==> config.mk <==
export PLATFORM = sky130hd
export DESIGN_NAME = pellet_eater
export DESIGN_NICKNAME = d
export VERILOG_FILES = /design/src/rtl/pacman_pkg.sv /design/src/rtl/pellet_eater.sv
export SDC_FILE = /design/constraint.sdc
export NUM_CORES = 1
export LEC_CHECK = 0
export ABC_AREA = 0
export CAP_MARGIN = 25
export CORE_MARGIN = 2
export CORE_UTILIZATION = 44
export CTS_BUF_LIST = sky130_fd_sc_hd__clkbuf_16
export CTS_CLUSTER_DIAMETER = 50
export DETAILED_ROUTE_END_ITERATION = 16
export PLACE_DENSITY = 0.76
export SYNTH_ARGS = -nofsm -noshare
export SYNTH_HDL_FRONTEND = slang
export SYNTH_SLANG_ARGS = --single-unit
==> constraint.sdc <==
create_clock -name i_clk -period 1.63 [get_ports i_clk]
set_input_delay 0.2445 -clock i_clk [delete_from_list [all_inputs] [get_ports i_clk]]
set_output_delay 0.2445 -clock i_clk [all_outputs]
set_load 0.05 [all_outputs]
==> src/rtl/pacman_pkg.sv <==
`default_nettype none
// ============================================================================
// Module      : pacman_pkg
// Description : Shared Pac-Man playfield geometry, tile coordinate types and
//               the pellet-eater FSM state encoding.
// Revision    : 1.0 - initial release
// ============================================================================
package pacman_pkg;

    localparam int MAP_W    = 50;
    localparam int MAP_H    = 32;
    localparam int TILE_X_W = 6;
    localparam int TILE_Y_W = 5;

    typedef logic [TILE_X_W-1:0] tile_x_t;
    typedef logic [TILE_Y_W-1:0] tile_y_t;

    typedef enum logic [1:0] {
        ST_IDLE  = 2'd0,
        ST_READ  = 2'd1,
        ST_EVAL  = 2'd2,
        ST_CLEAR = 2'd3
    } eat_state_t;

endpackage
`default_nettype wire

==> src/rtl/pellet_eater.sv <==
`default_nettype none
// ============================================================================
// Module      : pellet_eater
// Description : Checks Pac-Man's tile in the map RAM on request, clears the
//               pellet if present, and maintains score / pellet count /
//               level-clear status.
// Revision    : 1.0 - initial release
// ============================================================================
module pellet_eater
    import pacman_pkg::*;
#(
    parameter int SCORE_PER_PELLET = 10,
    parameter int PELLET_TOTAL     = 600
) (
    input  logic                i_clk,
    input  logic                i_rst_n,
    input  logic                i_tick,
    input  logic [TILE_X_W-1:0] i_pac_x,
    input  logic [TILE_Y_W-1:0] i_pac_y,
    input  logic                i_new_level,
    output logic                o_map_en,
    output logic                o_map_write,
    output logic [TILE_X_W-1:0] o_map_x,
    output logic [TILE_Y_W-1:0] o_map_y,
    input  logic                i_map_value,
    output logic                o_busy,
    output logic                o_eaten,
    output logic [15:0]         o_score,
    output logic [10:0]         o_pellets_left,
    output logic                o_level_clear
);

    localparam logic [15:0]         c_score_inc     = 16'(SCORE_PER_PELLET);
    localparam logic [10:0]         c_pellet_reload = 11'(PELLET_TOTAL);
    localparam logic [TILE_X_W-1:0] c_map_w         = TILE_X_W'(MAP_W);

    eat_state_t    r_state;
    logic [15:0]   r_score;
    logic [10:0]   r_pellets_left;
    logic          r_level_clear;
    tile_x_t       r_map_x;
    tile_y_t       r_map_y;

    logic          w_tick_ok;
    logic [16:0]   w_score_sum;
    logic [15:0]   w_score_next;
    logic [10:0]   w_pellets_next;

    // Requests for columns outside the playfield are discarded at the door
    assign w_tick_ok      = i_tick && (i_pac_x < c_map_w);

    // Saturating score adder: the carry out of a 17-bit sum pins the score
    assign w_score_sum    = {1'b0, r_score} + {1'b0, c_score_inc};
    assign w_score_next   = w_score_sum[16] ? 16'hFFFF : w_score_sum[15:0];

    // Pellet count floors at zero
    assign w_pellets_next = (r_pellets_left != 11'd0) ? (r_pellets_left - 11'd1) : 11'd0;

    // Map strobes and status are pure decodes of the state register, so an
    // asynchronous reset kills any in-flight access immediately
    assign o_map_en       = (r_state == ST_READ) || (r_state == ST_CLEAR);
    assign o_map_write    = (r_state == ST_CLEAR);
    assign o_eaten        = (r_state == ST_CLEAR);
    assign o_busy         = (r_state != ST_IDLE);
    assign o_map_x        = r_map_x;
    assign o_map_y        = r_map_y;
    assign o_score        = r_score;
    assign o_pellets_left = r_pellets_left;
    assign o_level_clear  = r_level_clear;

    // Tile-check FSM with score, pellet count and level-clear bookkeeping
    always_ff @(posedge i_clk or negedge i_rst_n) begin
        if (!i_rst_n) begin
            r_state        <= ST_IDLE;
            r_score        <= 16'd0;
            r_pellets_left <= c_pellet_reload;
            r_level_clear  <= 1'b0;
            r_map_x        <= '0;
            r_map_y        <= '0;
        end else if (i_new_level) begin
            // A CLEAR in this cycle still writes the RAM (decoded from the
            // state), but its score/count update is deliberately dropped
            r_state        <= ST_IDLE;
            r_pellets_left <= c_pellet_reload;
            r_level_clear  <= 1'b0;
        end else begin
            case (r_state)
                ST_IDLE: begin
                    if (w_tick_ok) begin
                        r_map_x <= i_pac_x;
                        r_map_y <= i_pac_y;
                        r_state <= ST_READ;
                    end
                end
                ST_READ: begin
                    r_state <= ST_EVAL;
                end
                ST_EVAL: begin
                    r_state <= i_map_value ? ST_CLEAR : ST_IDLE;
                end
                ST_CLEAR: begin
                    r_state        <= ST_IDLE;
                    r_score        <= w_score_next;
                    r_pellets_left <= w_pellets_next;
                    if (w_pellets_next == 11'd0) begin
                        r_level_clear <= 1'b1;
                    end
                end
                default: begin
                    r_state <= ST_IDLE;
                end
            endcase
        end
    end

endmodule
`default_nettype wire

# After elaboration in Yosys (flattened, before gate mapping)
# Index checks and enable logic that the tools add are counted.
[word_totals] ff_bits=41 inputBits=16 output_inout_bits=43 wordCells=36
[op_classes] n_addsub=2 n_lt_le_gt_ge=1 n_eq_ne=4 mux=11 bitwise_logic=1 n_reduce_logical=11
[op_table] operator="11-bit two-way mux" count=3
[op_table] operator="16-bit by 4-bit adder with 17-bit output, second input constant" count=1
[op_table] operator="16-bit two-way mux" count=1
[op_table] operator="11-bit logical NOT" count=1
[op_table] operator="11-bit nonzero test" count=1
[op_table] operator="11-bit by 1-bit subtractor with 11-bit output, second input constant" count=1
[op_table] operator="2-bit one-hot mux with 4 select lines" count=1
[op_table] operator="6-bit less-than comparator, second input constant" count=1
[op_table] operator="2-bit two-way mux" count=3
[op_table] operator="2-bit nonzero test" count=3
[op_table] operator="2-bit equality test, second input constant" count=2
[op_table] operator="2-bit AND reduction" count=2
[op_table] operator="1-bit two-way mux" count=3
[op_table] operator="3-bit inequality test, second input constant" count=1
[op_table] operator="3-bit AND reduction" count=1
[op_table] operator="2-bit by 1-bit equality test with 1-bit output, second input constant" count=1
[op_table] operator="2-bit logical NOT" count=1
[op_table] operator="1-bit logical AND" count=1
[op_table] operator="1-bit logical OR" count=1
[op_table] operator="1-bit NOT" count=1

# Logic depth before layout (Yosys ltp)
# Gate-level depths: netlist (run 1).
[depth] depth_word=6 mapped_depth=7 mapped_depth_nobuf=6

# Worst setup path after synthesis (run 1)
# OpenSTA, ideal clock, no wires.
[synth_timing] path_type="register to register" from="register r_pellets_left[0], in the netlist o_pellets_left[0]" to="register r_pellets_left[5], in the netlist o_pellets_left[5]" setup_time_ps=82 arrival_time_ps=2038 t_required_ps=1548 path_slack_ps=-490 path_stages_with_launch=7 n_path_buf=0 period_less_slack_ps=2120 path_cell_list="dfrtp_1 -> inv_1 -> ha_1 -> nor3b_1 -> and4_4 -> or4_1 -> a31oi_1"
[synth_via] elab_chain_len=4 word_cells_on_any_way=5 classes_between="add/sub: 1; mux: 3; reduce/logical: 1"
[synth_rtl] item="from (decl)" line_no="pellet_eater.sv:39" source="logic [10:0] r_pellets_left;"
[synth_rtl] item="from (signal assigned)" line_no="pellet_eater.sv:76" source="r_pellets_left <= c_pellet_reload;"
[synth_rtl] item="from (signal assigned)" line_no="pellet_eater.sv:84" source="r_pellets_left <= c_pellet_reload;"
[synth_rtl] item="from (signal assigned)" line_no="pellet_eater.sv:104" source="r_pellets_left <= w_pellets_next;"
[synth_rtl] item="11-bit by 1-bit subtractor with 11-bit output or 11-bit nonzero test (tied branches)" line_no="pellet_eater.sv:57" source="assign w_pellets_next = (r_pellets_left != 11'd0) ? (r_pellets_left - 11'd1) : 11'd0;"
[synth_rtl] item="11-bit two-way mux (*)" line_no="pellet_eater.sv:57"
[synth_rtl] item="11-bit two-way mux (*)" line_no="pellet_eater.sv:87" source="case (r_state)"
[synth_rtl] item="11-bit two-way mux (*)" line_no="pellet_eater.sv:80" source="end else if (i_new_level) begin"
# Every way passes the cells marked *; elsewhere a longest branch is shown, timed or not. The select of a mux whose other input is x is not followed.
# A chain may end at the register's enable or synchronous reset.

# Worst setup path after layout (run 1)
[layout_timing] from="register r_pellets_left[1], in the netlist o_pellets_left[1]" to="register r_pellets_left[8], in the netlist o_pellets_left[8]"
# Same word-level chain as after synthesis.

==> results of run 1 <==
worst paths after layout:
path | end | slack (ns) | cells past startpoint
max reg2reg | o_pellets_left[8] | -0.02 | 6
min in group i_clk | o_score[0] | 0.49 | 1
min reg2reg | o_score[0] | 0.49 | 1
max | o_pellets_left[8] | -0.02 | 6
max in group asynchronous | o_pellets_left[6] | 0.67 | 3
min | o_level_clear | 0.42 | 2
repair_timing:
item                                   4_1_cts  5_1_grt
endpoints found under the hold margin       12        0
buffers inserted                             2        6
pin swaps                                    1        7
hold buffers                                 1        0
setup endpoints to repair                    3        9
gates resized for setup                      4        5
area by class of cell:
cell class / count / share of cell area
inverter: 6 / 0.00805
timing repair buffer: 96 / 0.262
tap: 67 / 0.0245
clock inverter: 3 / 0.0201
sequential: 41 / 0.306
multi-input combinational: 162 / 0.342
clock buffer: 5 / 0.0366
cells by family after synthesis:
logic type      count (synthesis)  synth area share
mux                            13            0.0645
xor+xnor                        7            0.0275
simple gates                   99             0.259
compound gates                 40             0.122
fa+ha+maj                       3            0.0168
flops                          41             0.462
buf+inv                        18            0.0482
layout by cell type, fill, tap and decap left out, drive strengths merged, types with 2 or more instances in the layout:
cell type      Yosys  final
nor2b              3      3
or3                3      3
nor2              14     14
ha                 3      3
o31ai              5      5
o311ai             2      2
mux2i              2      2
and4               3      3
or2                2      2
dfstp              4      4
clkdlybuf4s50      0     14
nand4              7      7
and3               4      4
nand4b             2      2
bufinv             0      2
nor3               4      4
and4b              2      2
mux2              11     11
clkbuf             1      5
a31oi              5      5
nand2b             5      5
o21ai              7      7
xor2               4      4
buf               11     81
a41oi              3      3
a21oi              9      9
a21o               2      2
nand3             14     14
dfrtp             37     37
nand2             25     25
or4                3      3
xnor2              3      3
inv                6      7
state kept, by name, indices dropped and copies added (netlist names):
name            flops
o_map_y             5
o_score            16
r_state             2
o_pellets_left     11
o_level_clear       1
o_map_x             6
per-layer routing:
| metal | global-route usage | routed length (microns) | vias up |
|---|---|---|---|
| met1 | 0.287 | 2540 | 1008 |
| li1 | - | - | 996 |
| met2 | 0.359 | 2880 | 44 |
| met5 | 0 | 0 | - |
| met3 | 0.0442 | 229 | 8 |
| met4 | 0.0799 | 112 | 0 |
metrics by stage:
stage          TNS [ns]  power [uW]  worst slack (ns)  cells  hold slack (ns)
2_1_floorplan    -0.306        1910           -0.0812    221          -0.0511
3_3_place_gp      -1.78        2280           -0.0897    363            0.198
3_5_place_dp      -2.35        2300            -0.125    363            0.199
4_1_cts        -0.00173        3610          -0.00173    374            0.430
5_1_grt          -0.187        3750           -0.0629    380            0.450
6_report        -0.0161        3590           -0.0161    380            0.422
power by group through the flow:
stage               Sequential [uW]  Combinational (uW)  Clock (uW)
floorplan                      1670                 234           0
global placement               1270                1010           0
finish                         1260                1040        1290
CTS                            1260                1040        1310
detailed placement             1270                1030           0
global route                   1280                1100        1370
==> impl_metrics.csv, run 1 <==
group,metric,value,unit
run_status,outcome,"finished, violations left",
run_status,violations,"negative setup slack",
yosys,yosysTopAreaCellShare,0.415,
power_and_ir_drop,pwr-share-seq,0.351,
critical_path,slowest_delay,0.49,ns
power_and_ir_drop,intPower,2400,uW
clock_network,cts_root_buf,"clkbuf_16",
final_layout,ff_latch_area,1050,sq um
global_route,globalRouteOverflowTotal,0,
placement,io_buffers,58,
clock_network,cts-htree-levels,2,
critical_path,cp.required,1.83,ns
power_and_ir_drop,power_leakage,0.00155,uW
floorplan,core,4820,sq um
floorplan,die_w,75.2,microns
final_layout,drive_gt1_frac,0.399,
clock_network,cts_tree,"built",
timing,final.setup.worst_slack,-0.0161,ns
power_and_ir_drop,swShare,0.332,
clock_network,clk_pin_slew,0.06,ns
final_layout,area_growth,53.2,%
yosys,synth_top_cells_by_area,"dfrtp_1, mux2_1, dfstp_2",
timing,relSlewSlack,0.737,
route,drc,0,
power_and_ir_drop,clkPwrFrac,0.360,
yosys,synthFlopType,"dfrtp_1",
timing,fin_crit_sh,1.01,
yosys,yosys.cell_types.count,56,
global_route,grt_pass1_wl,9.30,mm
floorplan,io_pins,59,
power_and_ir_drop,p_per_area,1050,nW/um^2
route,routed_wl,5.77,mm
clock_network,clk_latency,0.28,ns
timing,setup_viol,1,
timing,hold_viol,0,
critical_path,crit_chain,"inv_4, ha_4, buf_4, nand3_4, or4_1, a31oi_1",
clock_network,numCtsBuffers,5,
floorplan,start_util,0.463,
final_layout,multi_input_area,1170,sq um
power_and_ir_drop,irDropWorstVdd,907,uV
yosys,ys_warn_count,0,
final_layout,fin_nets,331,
final_layout,design_area,3420,sq um
critical_path,r2r-start,"o_pellets_left[1]",
job,cap_violations,0,
global_route,antenna_found_initial,0,
critical_path,cp.buffers_inverters,2,
timing,min_period,1.65,ns
critical_path,crit_family,"simple AND/OR/NAND/NOR gates",
route,via_per_inst,5.41,
clock_network,cts_sinks,41,
placement,hpwlAfterDp,4.07,mm
critical_path,critical_path_arrival,1.85,ns
placement,place.gp.congestion,0.844,
critical_path,cp_slowest_cell,"or4_1",
final_layout,final_core_util,0.710,
timing,worstMarginPinSlew,0.395,ns
timing,fmax,0.607,GHz
floorplan,rows,25,
global_route,grt_pass1_vias,1929,
yosys,synth_common_cells,"dfrtp_1, nand2_1, nor2_1",
yosys,syn_avg_cell_area,10.1,sq um
yosys,synth.net_count,240,
timing,finClkSkew,0.00422,ns
route,drt_iter0_drc,148,
yosys,seq_area_frac_synth,0.462,
power_and_ir_drop,p_switching,1190,uW
min_path,hold_path.class,"input port to asynchronous set/reset pin",
final_layout,fill_cells,368,
timing,report.final.slew_viol_count,0,
yosys,synth_enable_flop_cells,0,
global_route,track_usage,0.218,
yosys,synth_cells,221,
placement,postPlaceCellArea,3120,sq um
floorplan,die_h,75.2,microns
critical_path,path_class,"register to register",
final_layout,n_antenna_cell,0,
route,postRouteAntennaNets,0,
yosys,synth_top_cell_by_area,"dfrtp_1",
critical_path,critPathCaptureType,"register",
critical_path,startpoint_type,"register",
critical_path,critPathMaxFanout,5,
route,drt-pass1-iter-count,4,
critical_path,critPathLaunch,"o_pellets_left[1]",
route,wl_per_cell,15.2,microns
clock_network,cts_buffer_depth,2,
yosys,ys_ff_latch,41,
yosys,netlist_area,2230,sq um
power_and_ir_drop,comb_power_share,0.290,
yosys,postSynth.asyncResetShare,1.00,
timing,grt_setup_unrepaired,"yes",
route,dr_total_vias,2056,
floorplan,die_area,5660,sq um
yosys,synth.most_common_cell,"dfrtp_1",
global_route,grt_max_degree,27,
Note: power is estimated with default switching activity, not from simulation.
==> inputs of run 2 (changes only) <==
Settings changed: CORE_UTILIZATION 44 to 45, PLACE_DENSITY 0.76 to 0.75.
Clock period 1.63 ns to 1.8 ns, I/O delays scaled along.
==> run 2 against run 1 <==
Net effect: the run now ends clean; register-to-register slack better by 0.12 ns; utilization fell by 6.5 points; critical path depth fell by 5; via count fell by 3.2%; sequential power is 10% lower; combinational power down 13%; highest routed layer unchanged; first-iteration DRC count shrank 12%.
==> impl_metrics.csv, run 2 (same netlist as run 1, synthesis figures left out) <==
group,metric,value,unit
floorplan,rows,25,
critical_path,critPathCaptureType,"primary output",
clock_network,cts_sinks,41,
clock_network,cts_root_buf,"clkbuf_16",
global_route,antenna_found_initial,0,
floorplan,die_area,5540,sq um
critical_path,critical_path_arrival,1.45,ns
placement,hpwlAfterDp,3.77,mm
route,routed_wl,5.10,mm
critical_path,critPathMaxFanout,2,
timing,final.setup.worst_slack,0.0809,ns
timing,setup_viol,0,
critical_path,startpoint_type,"register",
final_layout,multi_input_area,1120,sq um
final_layout,ff_latch_area,1030,sq um
clock_network,cts_buffer_depth,2,
global_route,grt_max_degree,21,
final_layout,largest_reg_flops,16,
timing,min_period,1.72,ns
power_and_ir_drop,p_per_area,943,nW/um^2
final_layout,fin_cells,361,
min_path,hold_path.class,"input port to asynchronous set/reset pin",
floorplan,die_h,74.4,microns
final_layout,final_core_util,0.645,
route,drc,0,
timing,relSlewSlack,0.664,
timing,worstMarginPinSlew,0.503,ns
critical_path,path_class,"register to primary output",
route,drt_iter0_drc,130,
floorplan,die_w,74.4,microns
clock_network,clk_latency,0.28,ns
floorplan,core,4750,sq um
global_route,grt_pass1_vias,1801,
placement,io_buffers,58,
floorplan,start_util,0.469,
clock_network,cts_tree,"built",
clock_network,cts-htree-levels,2,
critical_path,cp.required,1.53,ns
power_and_ir_drop,power,2890,uW
placement,place.gp.congestion,0.865,
final_layout,drive_gt1_frac,0.265,
critical_path,cp.buffers_inverters,1,
floorplan,io_pins,59,
job,cap_violations,0,
power_and_ir_drop,power_leakage,0.00138,uW
route,via_per_inst,5.51,
clock_network,numCtsBuffers,5,
run_status,outcome,"finished clean",
final_layout,fill_cells,421,
final_layout,mostFrequentLayoutCells,"buf_4, dfrtp_1, clkdlybuf4s50_1, nand2_1, nor2_1",
timing,hold_viol,0,
timing,fin_crit_sh,0.955,
critical_path,cp_slowest_cell,"clkdlybuf4s50_1",
timing,finClkSkew,0.00563,ns
placement,dp_slack,-0.0441,ns
power_and_ir_drop,irDropWorstVdd,668,uV
global_route,grt_pass1_wl,8.35,mm
clock_network,clk_pin_slew,0.06,ns
placement,dp_cells,352,
final_layout,mostFrequentLayoutCell,"buf_4",
final_layout,area_growth,37.4,%
route,dr_total_vias,1990,
final_layout,fin_nets,312,
route,wl_per_cell,14.1,microns
critical_path,slowest_delay,0.81,ns
global_route,globalRouteOverflowTotal,0,
critical_path,crit_chain,"clkdlybuf4s50_1",
timing,grt_setup_unrepaired,"no",
global_route,track_usage,0.193,
timing,report.final.slew_viol_count,0,
route,postRouteAntennaNets,0,
critical_path,crit_family,"buffers and inverters",
final_layout,n_antenna_cell,0,
clock_network,cts_setup_buffers,0,
timing,fmax,0.582,GHz
route,drt-pass1-iter-count,4,
## run 2: per-layer routing
metal,track usage,vias to the layer above,wire [microns]
li1,-,959,-
met1,0.284,942,2330
met5,0,-,0
met3,0.0325,4,332
met4,0.0694,0,57
met2,0.287,85,2380
## run 2: worst paths after layout
path | startpoint | to | slack (ns) | cells after the start
setup reg to reg | o_pellets_left[3] | o_pellets_left[8] | 0.10 | 4
hold reg to reg | o_score[0] | o_score[0] | 0.48 | 1
setup / recovery | o_map_x[5] | o_map_x[5] | 0.08 | 1
min in group i_clk | o_score[0] | o_score[0] | 0.48 | 1
max in group asynchronous | i_rst_n | o_pellets_left[3] | 0.70 | 3
hold / removal | i_rst_n | o_pellets_left[8] | 0.47 | 2
## run 2: repair_timing
item / in CTS / in global routing
resized for setup: 0 / 2
hold buffers: 1 / 0
endpoints found under the hold margin: 16 / 0
setup endpoints to repair: 0 / 1
## run 2: power by group
group	internal, uW	leakage (uW)	total [uW]	switching [uW]
logic	317	0.000789	909	592
clock network	508	0.0000696	856	348
registers	1030	0.000518	1130	95.4
total	1860	0.00138	2890	1040
## run 2: area by class of cell
class,instances,area share
inverter,6,0.00734
multi-input combinational,162,0.364
clock buffer,5,0.0408
tap,67,0.0273
sequential,41,0.337
timing repair buffer,77,0.218
clock inverter,3,0.00571
## run 2: metrics by stage
stage | setup TNS, ns | area [sq um] | hold WS [ns]
after floorplan | 0 | 2250 | -0.0256
after global placement | 0 | 2900 | 0.240
after detailed placement | -0.0552 | 2900 | 0.245
after CTS | 0 | 3050 | 0.481
after global routing | 0 | 3070 | 0.515
final | 0 | 3070 | 0.469
==> RTL change 1 (flow settings as in run 1) <==
Make the reset (`i_rst_n`) synchronous in one clocked block. Comments in the files are not updated.
--- a/src/rtl/pellet_eater.sv
+++ b/src/rtl/pellet_eater.sv
@@ -69,7 +69,7 @@
     assign o_level_clear  = r_level_clear;
 
     // Tile-check FSM with score, pellet count and level-clear bookkeeping
-    always_ff @(posedge i_clk or negedge i_rst_n) begin
+    always_ff @(posedge i_clk) begin
         if (!i_rst_n) begin
             r_state        <= ST_IDLE;
             r_score        <= 16'd0;
Formal check against the unedited RTL: differs if i_rst_n is asserted again (counterexample within 4 cycles, from zero or initial values and one cycle with i_rst_n low); with i_rst_n held inactive, the same outputs for 10 cycles.
==> RTL change 1 against run 1 <==
The run still ends with negative setup slack left; critical endpoint is now o_pellets_left[10]; sequential share of layout area down 3.9 points; count of clock-buffer cells in the layout unchanged; design area down 5.7%; first-iteration DRC count down 45%; sequential cell count unchanged; clock skew about the same; area after synthesis down 11%; worst setup slack worse by 0.15 ns; largest cell class unchanged; routed wire length down 3.3%.
Power is not compared: it rests on default switching activity, and its combinational part moved more than twofold at a synthesized area within 25%.
==> RTL change 1: results <==
{
  "run_status": "finished with violations",
  "violations": "negative setup slack",
  "asyncSetResetFlopFracSynth": 0,
  "first_global_vias": 1856,
  "largest_net_degree_at_the_start_of_global_routing": 24,
  "cell_family_with_the_largest_share_of_critical_path_delay": "simple AND/OR/NAND/NOR gates",
  "ys_seq_area_frac": 0.4115,
  "grt_util_met3": 0.04079,
  "root_buffer": "clkbuf_16",
  "critPathMaxFanout": 4,
  "cts_buffers": 5,
  "arrival_ns": 1.97,
  "drtIter0Drc": 81,
  "synth_cell_types": 54,
  "critical-path-max-stage-delay_ns": 0.61,
  "pre_cts_ws_ns": -0.2486,
  "vias_per_cell": 5.552,
  "grt_first_pass_wirelength_um": 8983,
  "totalWireLength_um": 5573,
  "clkTransAtPathRegs_ns": 0.06,
  "critical-path-slowest-cell": "or4_4",
  "yosys-top-cells-area": "dfxtp_1 (41%), mux2i_1 (6.5%), nor2_1 (4.5%)",
  "dp_hpwl_um": 3784,
  "max_ffs_per_register": 16,
  "fin_worst_skew_ns": 0.004574,
  "final_net_count": 332,
  "drive_above_1_share": 0.4395,
  "setup-violations-final": 12,
  "setup_tns_ns": -1.080,
  "ctsHtreeMaxLevel": 2,
  "global_route.usage.met2": 0.3519,
  "peakVddDrop_mv": 0.5535,
  "gp_congestion": 0.8238,
  "initial_antenna_violation_count": 0,
  "finalWorstSetupSlack_ns": -0.1664,
  "grt_usage": 0.2199,
  "power.leakage_nw": 1.494,
  "synth_warnings": 0,
  "firstDrtPassIters": 4,
  "maxSlewHeadroom": 0.7651,
  "globalRouteMet1Util": 0.3071,
  "min_path_type": "in2reg",
  "post_synth_most_frequent_cells": "dfxtp_1 (41), nor2_1 (24), a21oi_1 (17), mux2i_1 (13), nand2_1 (12)",
  "clk_lat_worst_skew_ns": 0.28
}
==> RTL change 1: cell count changes after synthesis, sizes merged, moves of 8 or more <==
cell	delta
dfxtp	+41
dfrtp	-37
nand2	-13
mux2i	+11
mux2	-10
nor2	+10
a21oi	+8
==> RTL change 1: worst paths after layout <==
path	startpoint	endpoint	slack [ns]	cells past startpoint
max reg2reg	o_pellets_left[2]	o_pellets_left[10]	-0.17	5
min	i_pac_x[3]	o_map_x[3]	0.28	3
min reg2reg	o_score[0]	o_score[0]	0.48	2
max	o_pellets_left[2]	o_pellets_left[10]	-0.17	5
==> RTL change 1: cell families after synthesis <==
family,synth area share
simple gates,0.2415
compound gates,0.1600
flops,0.4115
buf+inv,0.04454
mux,0.07089
xor+xnor,0.05270
fa+ha+maj,0.01882
==> RTL change 1: area by class of cell <==
cell class / instances / area (um^2)
sequential: 41 / 860.8
fill: 296 / 1129
timing repair buffer: 97 / 864.6
inverter: 8 / 36.28
multi-input combinational: 160 / 1231
tap: 52 / 65.06
clock inverter: 3 / 42.54
clock buffer: 5 / 125.1
==> RTL change 1: where the power goes <==
group | switching (mW) | total [mW] | leakage (nW) | internal, mW
Sequential | 0.00918 | 1.01 | 0.340 | 1.00
Combinational | 0.115 | 0.215 | 1.07 | 0.0993
Clock | 0.387 | 1.11 | 0.0852 | 0.719
==> RTL change 1: stage by stage <==
step / area (um^2) / std cells / total power, mW / utilization
finish: 3226 / 366 / 2.333 / 0.7408
global route: 3226 / 366 / 2.415 / 0.7408
CTS: 3132 / 364 / 2.357 / 0.7193
detailed placement: 2864 / 354 / 1.242 / 0.6578
global placement: 2864 / 354 / 1.240 / 0.6578
floorplan: 2054 / 221 / 1.141 / -
==> RTL change 1: worst min-delay path, stage by stage <==
cell            delay, ns
dlymetal6s2s_1       0.12
mux2i_1              0.08
nor2_1               0.07
==> RTL change 1: metal layers <==
metal  up-vias  wire length, um
met5         -                0
met4         0               97
met3        10              363
met2        61             2712
met1       969             2400
li1        992                -
==> RTL change 1: what timing repair did <==
action | CTS | global route
setup buffers | 3 | 2
gates cloned | 0 | 0
hold buffers | 0 | 0
pin swaps | 14 | 6
endpoints found under the setup margin | 17 | 39
gates resized for setup | 24 | 15
==> RTL change 2 (settings of run 1) <==
Made on the original files. Change the package constant `TILE_Y_W` from 5 to 7.
--- a/src/rtl/pacman_pkg.sv
+++ b/src/rtl/pacman_pkg.sv
@@ -10,7 +10,7 @@
     localparam int MAP_W    = 50;
     localparam int MAP_H    = 32;
     localparam int TILE_X_W = 6;
-    localparam int TILE_Y_W = 5;
+    localparam int TILE_Y_W = 7;
 
     typedef logic [TILE_X_W-1:0] tile_x_t;
     typedef logic [TILE_Y_W-1:0] tile_y_t;
Ports: changed (resized i_pac_y and o_map_y); port bits go from 59 to 63. No check against the original RTL was run, so the function may have changed too.
==> RTL change 2 against run 1 <==
The flow still finishes with violations (negative setup slack); combinational power down 4%; total power down 1.9%; design area up 0.84%; routed wire length down 6.3%; cell count down 2.4%; non-clock buffer count up 15; worst setup slack worse by 0.32 ns; clock skew up 0.0025 ns; critical path depth up 1; area after synthesis down 4.8%; clock power down 3%; sequential cell count up 2.
==> RTL change 2: results <==
{
  "yosys-mux-area-fraction": 0.08304,
  "final_cell_count_no_fill": 371,
  "finalWorstSetupSlack_ns": -0.3404,
  "switching_share": 0.3128,
  "syn-num-nets": 229,
  "synth_cell_types": 44,
  "pre_cts_ws_ns": -0.3191,
  "yosys-top-cells-area": "dfrtp_1 (46%), mux2_2 (6.9%), dfstp_2 (4.9%)",
  "firstDrtPassIters": 4,
  "layout.filler_cells": 342,
  "run_status": "finished with violations",
  "insertedDiodeCount": 0,
  "grt_first_pass_wirelength_um": 8990,
  "grt_util_met3": 0.05075,
  "max_ffs_per_register": 16,
  "grt_usage": 0.2152,
  "dp_cells": 357,
  "worst-r2r-cell-count": 7,
  "drtIter0Drc": 146,
  "yosys.area_share.xor_xnor": 0.03298,
  "vias_per_cell": 5.429,
  "synth_warnings": 0,
  "synth_compound_gate_area_share": 0.1113,
  "setup-violations-final": 12,
  "numPortBuffers": 62,
  "clk_lat_worst_skew_ns": 0.28,
  "peakVddDrop_mv": 0.8362,
  "post_synth_most_frequent_cells": "dfrtp_1 (39), a21oi_1 (19), nor2_1 (17), mux2_2 (13), nand2_1 (13)",
  "final_net_count": 337,
  "power.leakage_nw": 1.661,
  "fin_worst_skew_ns": 0.006753,
  "clockBufferDepth": 2,
  "totalWireLength_um": 5404,
  "arrival_ns": 2.17,
  "synth_adder_area_share": 0.01767,
  "gp_congestion": 0.8697,
  "violations": "negative setup slack",
  "dp_hpwl_um": 3911,
  "synthesized_instance_count": 208,
  "maxSlewHeadroom": 0.7715,
  "largest_net_degree_at_the_start_of_global_routing": 44,
  "first_global_vias": 1963,
  "ys_seq_area_frac": 0.5088,
  "globalRouteMet1Util": 0.2733,
  "drive_above_1_share": 0.4795,
  "ctsHtreeMaxLevel": 2,
  "critPathMaxFanout": 4,
  "global_route.usage.met2": 0.3512,
  "min_path_type": "in2async"
}
RTL change 2: cell count changes in the layout (fill, tap and decap cells not counted), sizes merged, moves of 5 or more:
cell,delta
a21oi,+10
buf,+13
nand2,-12
nand4,-5
nor3,+7
o31ai,-5
RTL change 2: power by group through the flow:
stage | Clock [mW] | Sequential (mW) | Combinational, mW
after floorplan | 0 | 1.70 | 0.216
after global placement | 0 | 1.29 | 0.975
after detailed placement | 0 | 1.30 | 0.986
after CTS | 1.28 | 1.28 | 0.994
after global routing | 1.31 | 1.30 | 1.05
final | 1.25 | 1.28 | 0.994
RTL change 2: what timing repair did:
item                                   CTS  global route
setup buffers                            2             3
pin swaps                                1             3
resized for setup                        6             9
endpoints found under the hold margin   39             0
setup endpoints to repair               12            26
hold buffers                             1             0
RTL change 2: routing by layer:
metal	vias to the layer above	wire (um)
met4	0	87
met1	986	2335
met3	8	258
li1	968	-
met2	52	2722
met5	-	0
RTL change 2: final timing paths:
path                                   start                 to  slack [ns]
setup / recovery           o_pellets_left[1]  o_pellets_left[6]       -0.34
hold / removal                       i_rst_n  o_pellets_left[7]        0.47
setup reg to reg           o_pellets_left[1]  o_pellets_left[6]       -0.34
hold reg to reg                   o_score[0]         o_score[0]        0.47
max in group asynchronous            i_rst_n  o_pellets_left[9]        0.89
min in group i_clk                o_score[0]         o_score[0]        0.47
RTL change 2: cell type report:
cell class,count,area share
repair buffers,111,0.2881
clock buffers,5,0.03628
flip-flops and latches,43,0.3175
inverters,8,0.008708
clock inverters,3,0.01851
well taps,54,0.01959
multi-input cells,147,0.3113
RTL change 2: through the flow:
step	utilization	TNS (ns)	hold slack [ns]	area (um^2)
global route	0.7349	-4.223	0.4956	3448
floorplan	-	-3.863	-0.05109	2195
detailed placement	0.6707	-7.076	0.2381	3147
global placement	0.6707	-6.995	0.2382	3147
CTS	0.7211	-3.064	0.4774	3383
finish	0.7349	-3.276	0.4684	3448
RTL change 2: cell families (layout without fill, tap and decap cells):
logic type	Yosys count	after routing
AOI/OAI and AO/OA	40	40
xor gates and xnor gates	8	8
adders and majority gates	3	3
buffers and inverters	18	127
DFF	43	43
muxes	16	16
and+or+nand+nor	80	80
RTL change 2: critical path, cell delays in order (launching register included):
cell and delay [ns]:
dfrtp_2 0.41, inv_2 0.08, ha_4 0.13, or3b_4 0.39, nor4b_4 0.35, buf_4 0.20, o21ai_2 0.05, a221o_1 0.30
